### src/rtl/change_dispenser_pkg.sv
// change_dispenser_pkg
//   Shared definitions for the change dispenser: FSM state encoding, the
//   coin selection code produced in SELECT, and the coin face values.
package change_dispenser_pkg;

  typedef enum logic [2:0] {
    ST_IDLE,
    ST_SELECT,
    ST_PULSE,
    ST_GAP,
    ST_DONE,
    ST_SHORT
  } state_t;

  // Coin chosen on the SELECT -> PULSE transition; COIN_NONE otherwise.
  typedef enum logic [1:0] {
    COIN_NONE,
    COIN_5,
    COIN_2,
    COIN_1
  } coin_t;

  localparam int COIN5 = 5;
  localparam int COIN2 = 2;
  localparam int COIN1 = 1;

endpackage

### src/rtl/change_dispenser_pulse_timer.sv
// change_dispenser_pulse_timer
//   Loadable down-counter that times the eject pulse and the inter-coin gap.
//   A load of a phase of N cycles writes N-1, so o_expire (count == 0) is
//   high in the last cycle of that phase and the FSM can leave on that edge.
// Ports
//   i_clk      clock
//   i_rst_n    asynchronous active-low reset
//   i_load     load the counter this cycle
//   i_sel_gap  0: load PULSE_CYC phase, 1: load GAP_CYC phase
//   o_expire   current phase ends at the next clock edge
module change_dispenser_pulse_timer #(
  parameter int PULSE_CYC = 4,
  parameter int GAP_CYC   = 2
) (
  input  logic i_clk,
  input  logic i_rst_n,
  input  logic i_load,
  input  logic i_sel_gap,
  output logic o_expire
);

  localparam int MAXC = (PULSE_CYC > GAP_CYC) ? PULSE_CYC : GAP_CYC;
  localparam int TW   = (MAXC < 2) ? 1 : $clog2(MAXC);

  localparam logic [TW-1:0] PULSE_LD = TW'(PULSE_CYC - 1);
  localparam logic [TW-1:0] GAP_LD   = TW'(GAP_CYC - 1);

  logic [TW-1:0] r_cnt;

  always_ff @(posedge i_clk or negedge i_rst_n) begin
    if (!i_rst_n) begin
      r_cnt <= '0;
    end else if (i_load) begin
      r_cnt <= i_sel_gap ? GAP_LD : PULSE_LD;
    end else if (r_cnt != '0) begin
      r_cnt <= r_cnt - TW'(1);
    end
  end

  assign o_expire = (r_cnt == '0);

endmodule

### src/rtl/change_dispenser.sv
// change_dispenser
//   Pays out a change request as timed coin-eject pulses, choosing coins
//   greedily (5, 2, 1) subject to per-denomination inventory.
// Ports
//   clk             divided system clock
//   reset           asynchronous active-low reset
//   change_valid    request strobe, taken only while ready is high
//   change_amount   amount to return in 1-unit coins
//   refill          add refill_qty to every inventory (IDLE only)
//   refill_qty      refill quantity
//   ready           high in IDLE
//   eject5/2/1      one-hot actuator drive, PULSE_CYC cycles per coin
//   done            one-cycle pulse, request fully paid
//   short_err       one-cycle pulse, request could not be completed
//   remainder       unpaid amount, held until the next accepted request
//   inv5/inv2/inv1  current coin inventories
module change_dispenser
  import change_dispenser_pkg::*;
#(
  parameter int AMT_W     = 3,
  parameter int CNT_W     = 4,
  parameter int INIT_CNT  = 8,
  parameter int PULSE_CYC = 4,
  parameter int GAP_CYC   = 2
) (
  input  logic             clk,
  input  logic             reset,
  input  logic             change_valid,
  input  logic [AMT_W-1:0] change_amount,
  input  logic             refill,
  input  logic [CNT_W-1:0] refill_qty,
  output logic             ready,
  output logic             eject5,
  output logic             eject2,
  output logic             eject1,
  output logic             done,
  output logic             short_err,
  output logic [AMT_W-1:0] remainder,
  output logic [CNT_W-1:0] inv5,
  output logic [CNT_W-1:0] inv2,
  output logic [CNT_W-1:0] inv1
);

  localparam logic [AMT_W-1:0] C5      = AMT_W'(COIN5);
  localparam logic [AMT_W-1:0] C2      = AMT_W'(COIN2);
  localparam logic [AMT_W-1:0] C1      = AMT_W'(COIN1);
  localparam logic [CNT_W-1:0] INV_RST = CNT_W'(INIT_CNT);

  state_t           r_state;
  state_t           w_next;
  coin_t            w_coin;
  logic             w_tload;
  logic             w_tsel_gap;
  logic             w_texpire;
  logic             w_accept;
  logic             w_refill_ok;
  logic [AMT_W-1:0] r_rem;
  logic [CNT_W-1:0] r_inv5, r_inv2, r_inv1;
  logic             r_ready, r_done, r_short;
  logic             r_eject5, r_eject2, r_eject1;
  logic [AMT_W-1:0] r_remainder;

  function automatic logic [CNT_W-1:0] sat_add(input logic [CNT_W-1:0] a,
                                               input logic [CNT_W-1:0] b);
    logic [CNT_W:0] s;
    s = {1'b0, a} + {1'b0, b};
    return s[CNT_W] ? {CNT_W{1'b1}} : s[CNT_W-1:0];
  endfunction

  change_dispenser_pulse_timer #(
    .PULSE_CYC (PULSE_CYC),
    .GAP_CYC   (GAP_CYC)
  ) u_timer (
    .i_clk     (clk),
    .i_rst_n   (reset),
    .i_load    (w_tload),
    .i_sel_gap (w_tsel_gap),
    .o_expire  (w_texpire)
  );

  assign w_accept    = (r_state == ST_IDLE) && change_valid;
  assign w_refill_ok = (r_state == ST_IDLE) && refill;

  always_ff @(posedge clk or negedge reset) begin
    if (!reset) r_state <= ST_IDLE;
    else        r_state <= w_next;
  end

  always_comb begin
    w_next     = r_state;
    w_coin     = COIN_NONE;
    w_tload    = 1'b0;
    w_tsel_gap = 1'b0;
    case (r_state)
      ST_IDLE: begin
        if (change_valid) w_next = ST_SELECT;
      end
      ST_SELECT: begin
        // Value <= rem is checked before choosing, so rem cannot underflow;
        // inv != 0 is checked, so inventories cannot wrap.
        if (r_rem == '0) begin
          w_next = ST_DONE;
        end else if ((r_rem >= C5) && (r_inv5 != '0)) begin
          w_coin = COIN_5;
          w_next = ST_PULSE;
        end else if ((r_rem >= C2) && (r_inv2 != '0)) begin
          w_coin = COIN_2;
          w_next = ST_PULSE;
        end else if ((r_rem >= C1) && (r_inv1 != '0)) begin
          w_coin = COIN_1;
          w_next = ST_PULSE;
        end else begin
          w_next = ST_SHORT;
        end
        if (w_next == ST_PULSE) w_tload = 1'b1;
      end
      ST_PULSE: begin
        if (w_texpire) begin
          w_next     = ST_GAP;
          w_tload    = 1'b1;
          w_tsel_gap = 1'b1;
        end
      end
      ST_GAP: begin
        if (w_texpire) w_next = ST_SELECT;
      end
      ST_DONE:  w_next = ST_IDLE;
      ST_SHORT: w_next = ST_IDLE;
      default:  w_next = ST_IDLE;
    endcase
  end

  always_ff @(posedge clk or negedge reset) begin
    if (!reset) begin
      r_rem       <= '0;
      r_inv5      <= INV_RST;
      r_inv2      <= INV_RST;
      r_inv1      <= INV_RST;
      r_ready     <= 1'b1;
      r_done      <= 1'b0;
      r_short     <= 1'b0;
      r_eject5    <= 1'b0;
      r_eject2    <= 1'b0;
      r_eject1    <= 1'b0;
      r_remainder <= '0;
    end else begin
      // Outputs are registered from the next state so they line up with it.
      r_ready <= (w_next == ST_IDLE);
      r_done  <= (w_next == ST_DONE);
      r_short <= (w_next == ST_SHORT);

      // An eject is set on entry to PULSE and held while PULSE lasts.
      r_eject5 <= (w_coin == COIN_5) || (r_eject5 && (w_next == ST_PULSE));
      r_eject2 <= (w_coin == COIN_2) || (r_eject2 && (w_next == ST_PULSE));
      r_eject1 <= (w_coin == COIN_1) || (r_eject1 && (w_next == ST_PULSE));

      if (w_accept) begin
        r_rem       <= change_amount;
        r_remainder <= change_amount;
      end

      if (w_refill_ok) begin
        r_inv5 <= sat_add(r_inv5, refill_qty);
        r_inv2 <= sat_add(r_inv2, refill_qty);
        r_inv1 <= sat_add(r_inv1, refill_qty);
      end

      case (w_coin)
        COIN_5: begin
          r_inv5 <= r_inv5 - CNT_W'(1);
          r_rem  <= r_rem - C5;
        end
        COIN_2: begin
          r_inv2 <= r_inv2 - CNT_W'(1);
          r_rem  <= r_rem - C2;
        end
        COIN_1: begin
          r_inv1 <= r_inv1 - CNT_W'(1);
          r_rem  <= r_rem - C1;
        end
        default: ;
      endcase

      if (w_next == ST_DONE)  r_remainder <= '0;
      if (w_next == ST_SHORT) r_remainder <= r_rem;
    end
  end

  assign ready     = r_ready;
  assign done      = r_done;
  assign short_err = r_short;
  assign eject5    = r_eject5;
  assign eject2    = r_eject2;
  assign eject1    = r_eject1;
  assign remainder = r_remainder;
  assign inv5      = r_inv5;
  assign inv2      = r_inv2;
  assign inv1      = r_inv1;

endmodule

### config.mk
export PLATFORM = sky130hd
export DESIGN_NAME = change_dispenser
export DESIGN_NICKNAME = d
export VERILOG_FILES = /design/src/rtl/change_dispenser_pkg.sv /design/src/rtl/change_dispenser_pulse_timer.sv /design/src/rtl/change_dispenser.sv
export SDC_FILE = /design/constraint.sdc
export NUM_CORES = 1
export LEC_CHECK = 0
export CORE_ASPECT_RATIO = 0.9
export CORE_MARGIN = 4
export CORE_UTILIZATION = 50
export CTS_CLUSTER_SIZE = 25
export DETAILED_ROUTE_END_ITERATION = 8
export PLACE_DENSITY_LB_ADDON = 0.12
export SYNTH_ARGS = -nofsm -noshare
export SYNTH_HDL_FRONTEND = slang
export SYNTH_HIERARCHICAL = 1
export SYNTH_SLANG_ARGS = --single-unit
### constraint.sdc
create_clock -name clk -period 4.6 [get_ports clk]
set_input_delay 0.92 -clock clk [delete_from_list [all_inputs] [get_ports clk]]
set_output_delay 0.92 -clock clk [all_outputs]
set_load 0.01 [all_outputs]
== After elaboration in Yosys (flattened, before gate mapping) ==
Index checks and enable logic that the tools add are counted.
Widths: inputs -> output; s select.

* Output and inout bits: 21
* Register bits: 29
* Input bits: 11
* Logic and storage cells: 95

* Reduce and logical (&&, ||, !) cells: 25
* Add/subtract/negate cells: 10
* Eq/ne operators: 10
* Multiplexer cells: 34
* Order comparisons: 3

{| class="wikitable"
|+ Operators with widths
! operator !! count
|-
| $mux 4 || 9
|-
| $mux 3 || 11
|-
| $mux 2 || 8
|-
| $reduce_bool 4->1 || 4
|-
| $add 4x4->5 || 3
|-
| $eq 3x2->1 const B || 4
|-
| $pmux 3 s4 || 1
|-
| $sub 4x1->4 const B || 3
|-
| $reduce_bool 2->1 || 5
|-
| $logic_not 3->1 || 3
|-
| $pmux 3 s3 || 1
|-
| $logic_and 1x1->1 || 8
|-
| $eq 3x3->1 const B || 2
|-
| $eq 2x2->1 const B || 2
|-
| $eq 3x1->1 const B || 1
|-
| $ge 3x1->1 const B || 1
|-
| $ge 3x2->1 const B || 1
|-
| $ge 3x3->1 const B || 1
|-
| $logic_or 1x1->1 || 3
|-
| $mux 1 || 3
|-
| $reduce_bool 3->1 || 1
|-
| $sub 3x1->3 const B || 1
|-
| $sub 3x2->3 const B || 1
|-
| $sub 3x3->3 const B || 1
|-
| other kinds (4) || 4
|}

== Depth between registers and ports, before layout ==
Gate-level depths: netlist (run 1).

* Depth in word-level cells: 11
* Mapped depth: 8
* Mapped depth without buffers: 8

== Modules after synthesis ==
The synthesis (run 1) kept the hierarchy.

{| class="wikitable"
|+ By module, submodules not included
! module !! sequential area each (um^2) !! area each (um^2) !! times used !! cells each
|-
| change_dispenser || 680.7 || 2008.2 || 1 || 209
|-
| change_dispenser_pulse_timer || 50.0 || 107.6 || 1 || 11
|}

== Worst setup path before layout (run 1) ==
OpenSTA, ideal clock, no wires.

* Path type: input to register
* From: in refill_qty[0]
* To: reg r_inv5[1], in the netlist inv5[1]
* Stages: 8
* Arrival: 2110 ps
* Buffers on the path: 0
* Library setup time: 126 ps
* Setup slack: 2363 ps
* Required time: 4474 ps
* Cell sequence: ha_1 -> inv_1 -> fa_1 -> nor2b_1 -> o21ai_0 -> nor2b_1 -> a21oi_1 -> a311o_1

* Longest elaborated chain between the ends: 4

{| class="wikitable"
|+ RTL lines
! what !! RTL line !! text
|-
| start: declaration || change_dispenser.sv:31 || <nowiki>input logic [CNT_W-1:0] refill_qty,</nowiki>
|-
| $add 4x4->5 || change_dispenser.sv:66 || <nowiki>s = {1'b0, a} + {1'b0, b};</nowiki>
|-
| $mux 4 || change_dispenser.sv:67 || <nowiki>return s[CNT_W] ? {CNT_W{1'b1}} : s[CNT_W-1:0];</nowiki>
|-
| $mux 4 || change_dispenser.sv:162 || <nowiki>if (w_refill_ok) begin</nowiki>
|-
| $mux 4 || change_dispenser.sv:168 || <nowiki>case (w_coin)</nowiki>
|-
| end signal: assignment || change_dispenser.sv:163 || <nowiki>r_inv5 <= sat_add(r_inv5, refill_qty);</nowiki>
|-
| end signal: assignment || change_dispenser.sv:170 || <nowiki>r_inv5 <= r_inv5 - CNT_W'(1);</nowiki>
|-
| end: declaration || change_dispenser.sv:58 || <nowiki>logic [CNT_W-1:0] r_inv5, r_inv2, r_inv1;</nowiki>
|}

No other way between the ends. The select of a mux whose other input is x is not followed.
A chain may end at the register's enable or synchronous reset.

== Worst setup path after layout (run 1) ==
Ends and elaborated chain as after synthesis.

==> results of run 1 <==
==> routing by layer <==
metal | track usage, % | vias to the layer above | wire (um)
met5 | 0 | - | 0
met4 | 6.640 | 0 | 59
met3 | 3.896 | 7 | 154
met2 | 26.44 | 34 | 2043
met1 | 26.96 | 835 | 2463
li1 | - | 883 | -
==> worst max path at each step <==
| stage | start | end | slack [ns] | depth (start not counted) |
|---|---|---|---|---|
| after floorplan | refill_qty[0] | inv5[1] | 2.36 | 8 |
| after global placement | refill_qty[1] | inv1[3] | 1.74 | 8 |
| after detailed placement | refill_qty[0] | inv5[1] | 1.70 | 9 |
| after CTS | refill_qty[0] | inv5[1] | 2.01 | 9 |
| after global routing | refill_qty[1] | inv5[1] | 1.77 | 8 |
| final | refill_qty[0] | inv5[1] | 1.99 | 9 |
==> logic make-up (layout without fill, tap and decap cells) <==
group	count (synthesis)	in the layout	synth area share (%)
simple gates	76	76	20.17
xor+xnor	8	8	3.312
mux	1	1	0.4731
fa+ha+maj	26	26	16.44
compound gates	62	62	21.82
buf+inv	18	55	3.252
flops	29	29	34.54
==> area by class of cell <==
class,count,area (um2)
clock buffers,7,96.34
clock inverters,1,5.005
fillers,364,1491
inverters,15,56.30
multi-input cells,173,1316
flip-flops and latches,29,730.7
well taps,48,60.06
repair buffers,32,317.8
==> registers in the layout (all words and copies together), names as in the netlist <==
name and cells:
remainder 3, u_timer/r_cnt 2, ready 1, eject1 1, done 1, inv5 4, inv1 4, eject2 1
r_state 3, short_err 1, eject5 1, r_rem 3, inv2 4
==> cells in the final DEF (no fill, tap or decap), types with 2 or more instances in the layout <==
master,count
a21o_1,9
a21oi_1,10
a311o_1,2
and2_1,3
clkbuf_8,7
clkdlybuf4s50_1,31
dfrtp_1,25
dfstp_2,4
fa_1,3
ha_1,23
inv_1,15
nand2_1,17
nand2b_1,9
nand3_1,8
nor2_1,10
nor2b_1,5
nor3_1,9
nor3b_1,2
nor4_1,2
o211ai_1,7
o21ai_0,9
o21ai_1,2
o221ai_1,3
o31ai_1,3
xnor2_1,3
xor2_1,5
==> through the flow <==
stage                     utilization (%)  instances  total power (uW)  instance area (um2)
final                               63.39        305              1825                 2582
after global routing                63.39        305              1993                 2582
after CTS                           63.39        305              1833                 2582
after detailed placement            60.90        297              1588                 2481
after global placement              60.90        297              1570                 2481
after floorplan                         -        220              1250                 2116
==> worst reg2reg max path, delay by kind of cell, from the launching register on <==
kind / cells / cell delay [ns]
buffers and inverters: 1 / 0.15
AOI/OAI and AO/OA: 5 / 1.66
adders and majority gates: 1 / 0.23
DFF: 1 / 0.44
==> power groups by stage <==
stage | Clock [uW] | Sequential, uW | Combinational, uW
final | 234 | 525 | 1070
after global routing | 247 | 548 | 1200
after CTS | 241 | 524 | 1070
after detailed placement | 0 | 526 | 1060
after global placement | 0 | 524 | 1050
after floorplan | 0 | 527 | 722
==> summary.txt, run 1 <==
Clock tree
  • Setup Buffers After CTS: 0
  • CTS resizes: 0
  • CTS sink cnt: 29
  • H-tree depth: 2
  • Reg clk slew, reported paths: ~0.060 ns
  • CTS tree: yes
  • Hold buffers post-CTS: 0
  • TritonCTS Buffers: 5
  • Root Buffer: clkbuf_8
  • Worst-Skew Late Latency: 0.29 ns
  • Max clock buf depth: 2

Run
  • Max Cap Viol: 0

Timing
  • Setup Skew: between 0.003 and 0.004 ns
  • Setup TNS: 0 ns
  • Slew HR: approximately 54%
  • Fin Hold WS: between 0.4 and 0.5 ns
  • Worst-Margin Slew: slightly below 0.7 ns
  • Final Setup Violations: 0
  • Max frequency: between 300 and 400 MHz
  • RSZ-0062 raised after global routing: no
  • Final cycle utilization of the critical path: approximately 57%
  • Final Hold Vio Count: 0
  • Minimum clock period: 2.607 ns
  • Min setup slack post-route: around 2 ns
  • Final Slew Violations: 0

Drt
  • Vias per inst: a little under 6
  • Post-route DRC: 0
  • Routed Antenna Nets: 0
  • DR vias: 1759
  • Iter 0 DRT Violations: 62
  • Initial DRT Pass Iterations: 4
  • DR WL/cell: ~15 um
  • Post-Route WL: between 4000 and 5000 um

Worst setup path
  • Worst-path fanout max: 3
  • CP max-delay cell: clkdlybuf4s50_1
  • Worst Setup End Kind: flip-flop
  • Worst Path Arrival: around 2.8 ns
  • Crit path kind: in2reg
  • Worst Path Required: ~4.8 ns
  • Most used cell, CP: nor2b_1
  • Startpoint Class: input pin
  • FF-to-FF End: eject2
  • Critical R2R Launch: r_rem[1]
  • WP buf/inv: 2
  • Max stage delay on crit path: between 0.4 and 0.5 ns
  • R2r worst-path depth: 7
  • Flop-to-flop setup slack: between 2 and 2.5 ns
  • Critical path cell sequence: clkdlybuf4s50_1, ha_1, inv_1, fa_1, nor2b_1, o21ai_0, nor2b_1, a21oi_1, a311o_1
  • CP top delay family: compound AO/OA/AOI/OAI gates

Synth
  • Post-Syn Instances: 220
  • Top cells by area, synth: dfrtp_1 30%, ha_1 14%, dfstp_2 5.0%
  • Synth area leader: dfrtp_1
  • Post-synth top area share: between 20% and 30%
  • Register area share after synthesis: 34.54%
  • Synth cell types: 55
  • Synthesized area per cell: between 9 and 10 um2
  • EDFF count, synth: 0
  • Syn. warnings: 6
  • Mapped Area: between 2000 and 2500 um2
  • Synth Flop Type: dfrtp_1
  • Ys async rst share: 100.0%
  • Synthesized flop and latch total: 29
  • Synth cell count leaders: 25 x dfrtp_1, 23 x ha_1, 17 x nand2_1
  • Post-Syn Nets: 257
  • Most common cell in the netlist: dfrtp_1

Global routing
  • Initial antenna violation count: 0
  • GRT Util Overall: a little under a fifth
  • Vias in the first global route: 1724
  • First-pass GRT wire length: about 8000 um
  • Total gr overflow: 0
  • Largest net degree at the start of global routing: 30

Power and ir drop
  • Switch share: 43.50%
  • Clock power frac: 12.8%
  • Seq pwr share: 28.8%
  • Pleak: around 0.0012 uW
  • Worst IR drop on VDD: ~0.00035 V
  • Power Internal: 1031 uW
  • Combinational group share of total power: between 50 and 60%
  • Net Switching: between 700 and 800 uW
  • Power Dens Cells: between 700 and 800 nW/um2

Hold path
  • Worst Hold End: eject5
  • Worst min-delay path startpoint: eject5
  • Hold path cells: 1
  • Hold WC Path Type: reg2reg

Final layout
  • NumNets Final: roughly 290
  • Fraction of layout cells with a size suffix above 1: a little under a tenth
  • P&R area growth vs syn: 22.06%
  • Ant. Diodes: 0

Floorplan
  • Core region area: between 4000 and 5000 um2
  • Num ports: 32
  • Die area: approximately 5300 um2
  • Die outline width: 76.57 um
  • Initial core utilization: between 50 and 60%
  • Die height: ~70 um
  • # rows: 22

Placed design
  • DP HPWL: 3561 um
  • Dpl ws: ~1.7 ns
  • Routability cong.: between 0.8 and 0.9
  • IO Port Bufs: 31

Status
  • Status: complete, no violations
Note: power is estimated with default switching activity, not from simulation.
==> run 2: changes to the inputs <==
--- a/config.mk
+++ b/config.mk
@@ -7,7 +7,7 @@
 export LEC_CHECK = 0
 export CORE_ASPECT_RATIO = 0.9
 export CORE_MARGIN = 4
-export CORE_UTILIZATION = 50
+export CORE_UTILIZATION = 49
 export CTS_CLUSTER_SIZE = 25
 export DETAILED_ROUTE_END_ITERATION = 8
 export PLACE_DENSITY_LB_ADDON = 0.12
==> constraint.sdc (replaced) <==
create_clock -name clk -period 2.25 [get_ports clk]
set_input_delay 0.45 -clock clk [delete_from_list [all_inputs] [get_ports clk]]
set_output_delay 0.45 -clock clk [all_outputs]
set_load 0.01 [all_outputs]
==> run 2 against run 1 <==
- core utilization rose by 2.9 points
- first-iteration DRC count rose by 15%
- clock power rose by 110%
- cell area rose by 6.0%
- largest power group unchanged
- sequential share of layout area fell by 1.5 points
- combinational power rose by 140%
- count of clock-buffer cells in the layout did not move
==> summary.txt, run 2 (synthesis gave the netlist of run 1 again) <==
Final layout
  • NumNets Final: 312 (+6.5%)
  • P&R area growth vs syn: 29.33%
  • FF/Latch Area: 732.0 um2 (+0.17%)
  • Commonest non-fill, non-tap cell in the layout: clkdlybuf4s50_1
  • # fillers: 348 (-4.4%)
  • Design area: 2736 um2 (+6.0%)
  • Final design utilization: 66.27% (+2.9 points)
  • Most frequent cells in the layout: 30 x clkdlybuf4s50_1, 24 x dfrtp_1, 23 x ha_1
  • Fraction of layout cells with a size suffix above 1: 16.30% (+7.0 points)
  • Ant. Diodes: 0 (unchanged)
  • Area of the multi-input gates: 1324 um2 (+0.57%)

Clock tree
  • CTS sink cnt: 29 (unchanged)
  • Hold buffers post-CTS: 0 (unchanged)
  • H-tree depth: 2 (unchanged)
  • Reg clk slew, reported paths: 0.07 ns (about the same)
  • TritonCTS Buffers: 5 (unchanged)
  • Root Buffer: clkbuf_8
  • CTS tree: yes
  • Setup Buffers After CTS: 0 (unchanged)
  • Max clock buf depth: 2 (unchanged)
  • Worst-Skew Late Latency: 0.28 ns (about the same)

Timing
  • RSZ-0062 raised after global routing: yes
  • Fin Hold WS: 0.4873 ns (-0.0006020 ns)
  • Final cycle utilization of the critical path: a little over nine tenths
  • Worst-Margin Slew: 0.4431 ns (-0.2357 ns)
  • Minimum clock period: around 2.2 ns
  • Setup TNS: 0 ns (unchanged)
  • Max frequency: 459.1 MHz
  • Setup Skew: 0.007860 ns (+0.004659 ns)
  • Slew HR: 70.21% (+16 points)
  • Final Slew Violations: 0 (unchanged)
  • Min setup slack post-route: 0.07187 ns (-1.921 ns)
  • Final Hold Vio Count: 0 (unchanged)
  • Final Setup Violations: 0 (unchanged)

Global routing
  • GRT Util Overall: 18.85% (+0.49 points)
  • Total gr overflow: 0 (unchanged)
  • Largest net degree at the start of global routing: 30 (unchanged)
  • First-pass GRT wire length: 8169 um (+1.9%)
  • Initial antenna violation count: 0 (unchanged)
  • Vias in the first global route: 1699 (-1.5%)

Status
  • Status: complete, no violations

Worst setup path
  • Flop-to-flop setup slack: 0.07 ns (-1.94 ns)
  • Worst Setup End Kind: flip-flop
  • Crit path kind: reg2reg
  • Worst Path Arrival: 2.34 ns (-0.44 ns)
  • Max stage delay on crit path: 0.47 ns (about the same)
  • Critical path cell sequence: ha_1, a221oi_2, a21oi_1, or3_1, a21o_1, o31a_1
  • Worst-path fanout max: 9 (+6)
  • Worst Path Required: 2.41 ns (-2.36 ns)
  • CP max-delay cell: dfrtp_2
  • Startpoint Class: flip-flop

Placed design
  • Dpl ws: -0.1346 ns (-1.834 ns)
  • Cell area after placement: 2624 um2 (+5.7%)
  • Routability cong.: 0.8676 (+0.52%)
  • IO Port Bufs: 31 (unchanged)
  • DP HPWL: 3816 um (+7.2%)

Floorplan
  • Die height: 70.34 um (+0.90%)
  • Die area: 5435 um2 (+1.8%)
  • Num ports: 32 (unchanged)
  • Die outline width: 77.27 um (+0.91%)
  • # rows: 22 (unchanged)
  • Core region area: 4129 um2 (+1.4%)
  • Initial core utilization: 51.24% (-0.69 points)

Power and ir drop
  • Pleak: 0.001258 uW (+8.6%)
  • Worst IR drop on VDD: 0.0007254 V (+110%)
  • Power Dens Cells: 1454 nW/um2 (+110%)

Run
  • Max Cap Viol: 0 (unchanged)

Hold path
  • Hold WC Path Type: reg2reg

Drt
  • Post-Route WL: 4867 um (+3.1%)
  • Post-route DRC: 0 (unchanged)
  • Routed Antenna Nets: 0 (unchanged)
  • DR vias: 1779 (+1.1%)
  • Iter 0 DRT Violations: 71 (+15%)
  • Initial DRT Pass Iterations: 4 (unchanged)
  • DR WL/cell: 15.02 um (-2.9%)
  • Vias per inst: 5.491 (-4.8%)
==> run 2: metrics by stage <==
| stage | power (uW) | std cells |
|---|---|---|
| floorplan | 2555 | 220 |
| global placement | 3450 | 316 |
| detailed placement | 3493 | 316 |
| CTS | 3995 | 324 |
| global route | 4340 | 324 |
| finish | 3978 | 324 |
==> run 2: power by group <==
part / total (uW) / switching, uW / internal [uW] / leakage, uW
Sequential: 980 / 198 / 782 / 0.000347
Clock: 480 / 204 / 276 / 0.0000542
Combinational: 2520 / 1270 / 1250 / 0.000857
Total: 3980 / 1670 / 2310 / 0.00126
==> run 2: worst max-delay path, delay by kind of cell (launching register included) <==
kind,cells,cell delay (ns)
adders and majority gates,1,0.21
and+or+nand+nor,1,0.46
DFF,1,0.47
AOI/OAI and AO/OA,4,0.92
==> run 2: layout make-up <==
cell class / instances / share of cell area, %
Multi-Input combinational cell: 173 / 48.38
Sequential cell: 29 / 26.75
Tap cell: 48 / 2.195
Clock buffer: 7 / 3.521
Clock inverter: 1 / 0.1829
Inverter: 15 / 2.058
Timing Repair Buffer: 51 / 16.92
==> run 2: what timing repair did <==
item,in CTS,in global routing
resized for setup,0,3
setup endpoints to repair,0,14
endpoints found under the hold margin,0,0
==> run 2: routing by layer <==
| metal | share of wire, % | vias to the layer above | GRT usage [%] | wire [um] |
|---|---|---|---|---|
| li1 | - | 917 | - | - |
| met1 | 51 | 822 | 27.26 | 2506 |
| met2 | 43 | 36 | 27.61 | 2115 |
| met3 | 4.2 | 4 | 4.897 | 205 |
| met4 | 0.82 | 0 | 5.336 | 40 |
| met5 | 0 | - | 0 | 0 |
==> run 2: path summary, 6_finish.rpt <==
| path | endpoint | cells after the start | from |
|---|---|---|---|
| worst min register to register | eject5 | 1 | eject5 |
| worst max register to register | u_timer/r_cnt[1] | 6 | r_rem[2] |
| min in group asynchronous | inv5[2] | 2 | reset |
| worst max-delay path | u_timer/r_cnt[1] | 6 | r_rem[2] |
| max in group asynchronous | ready | 2 | reset |
| worst min-delay path | eject5 | 1 | eject5 |
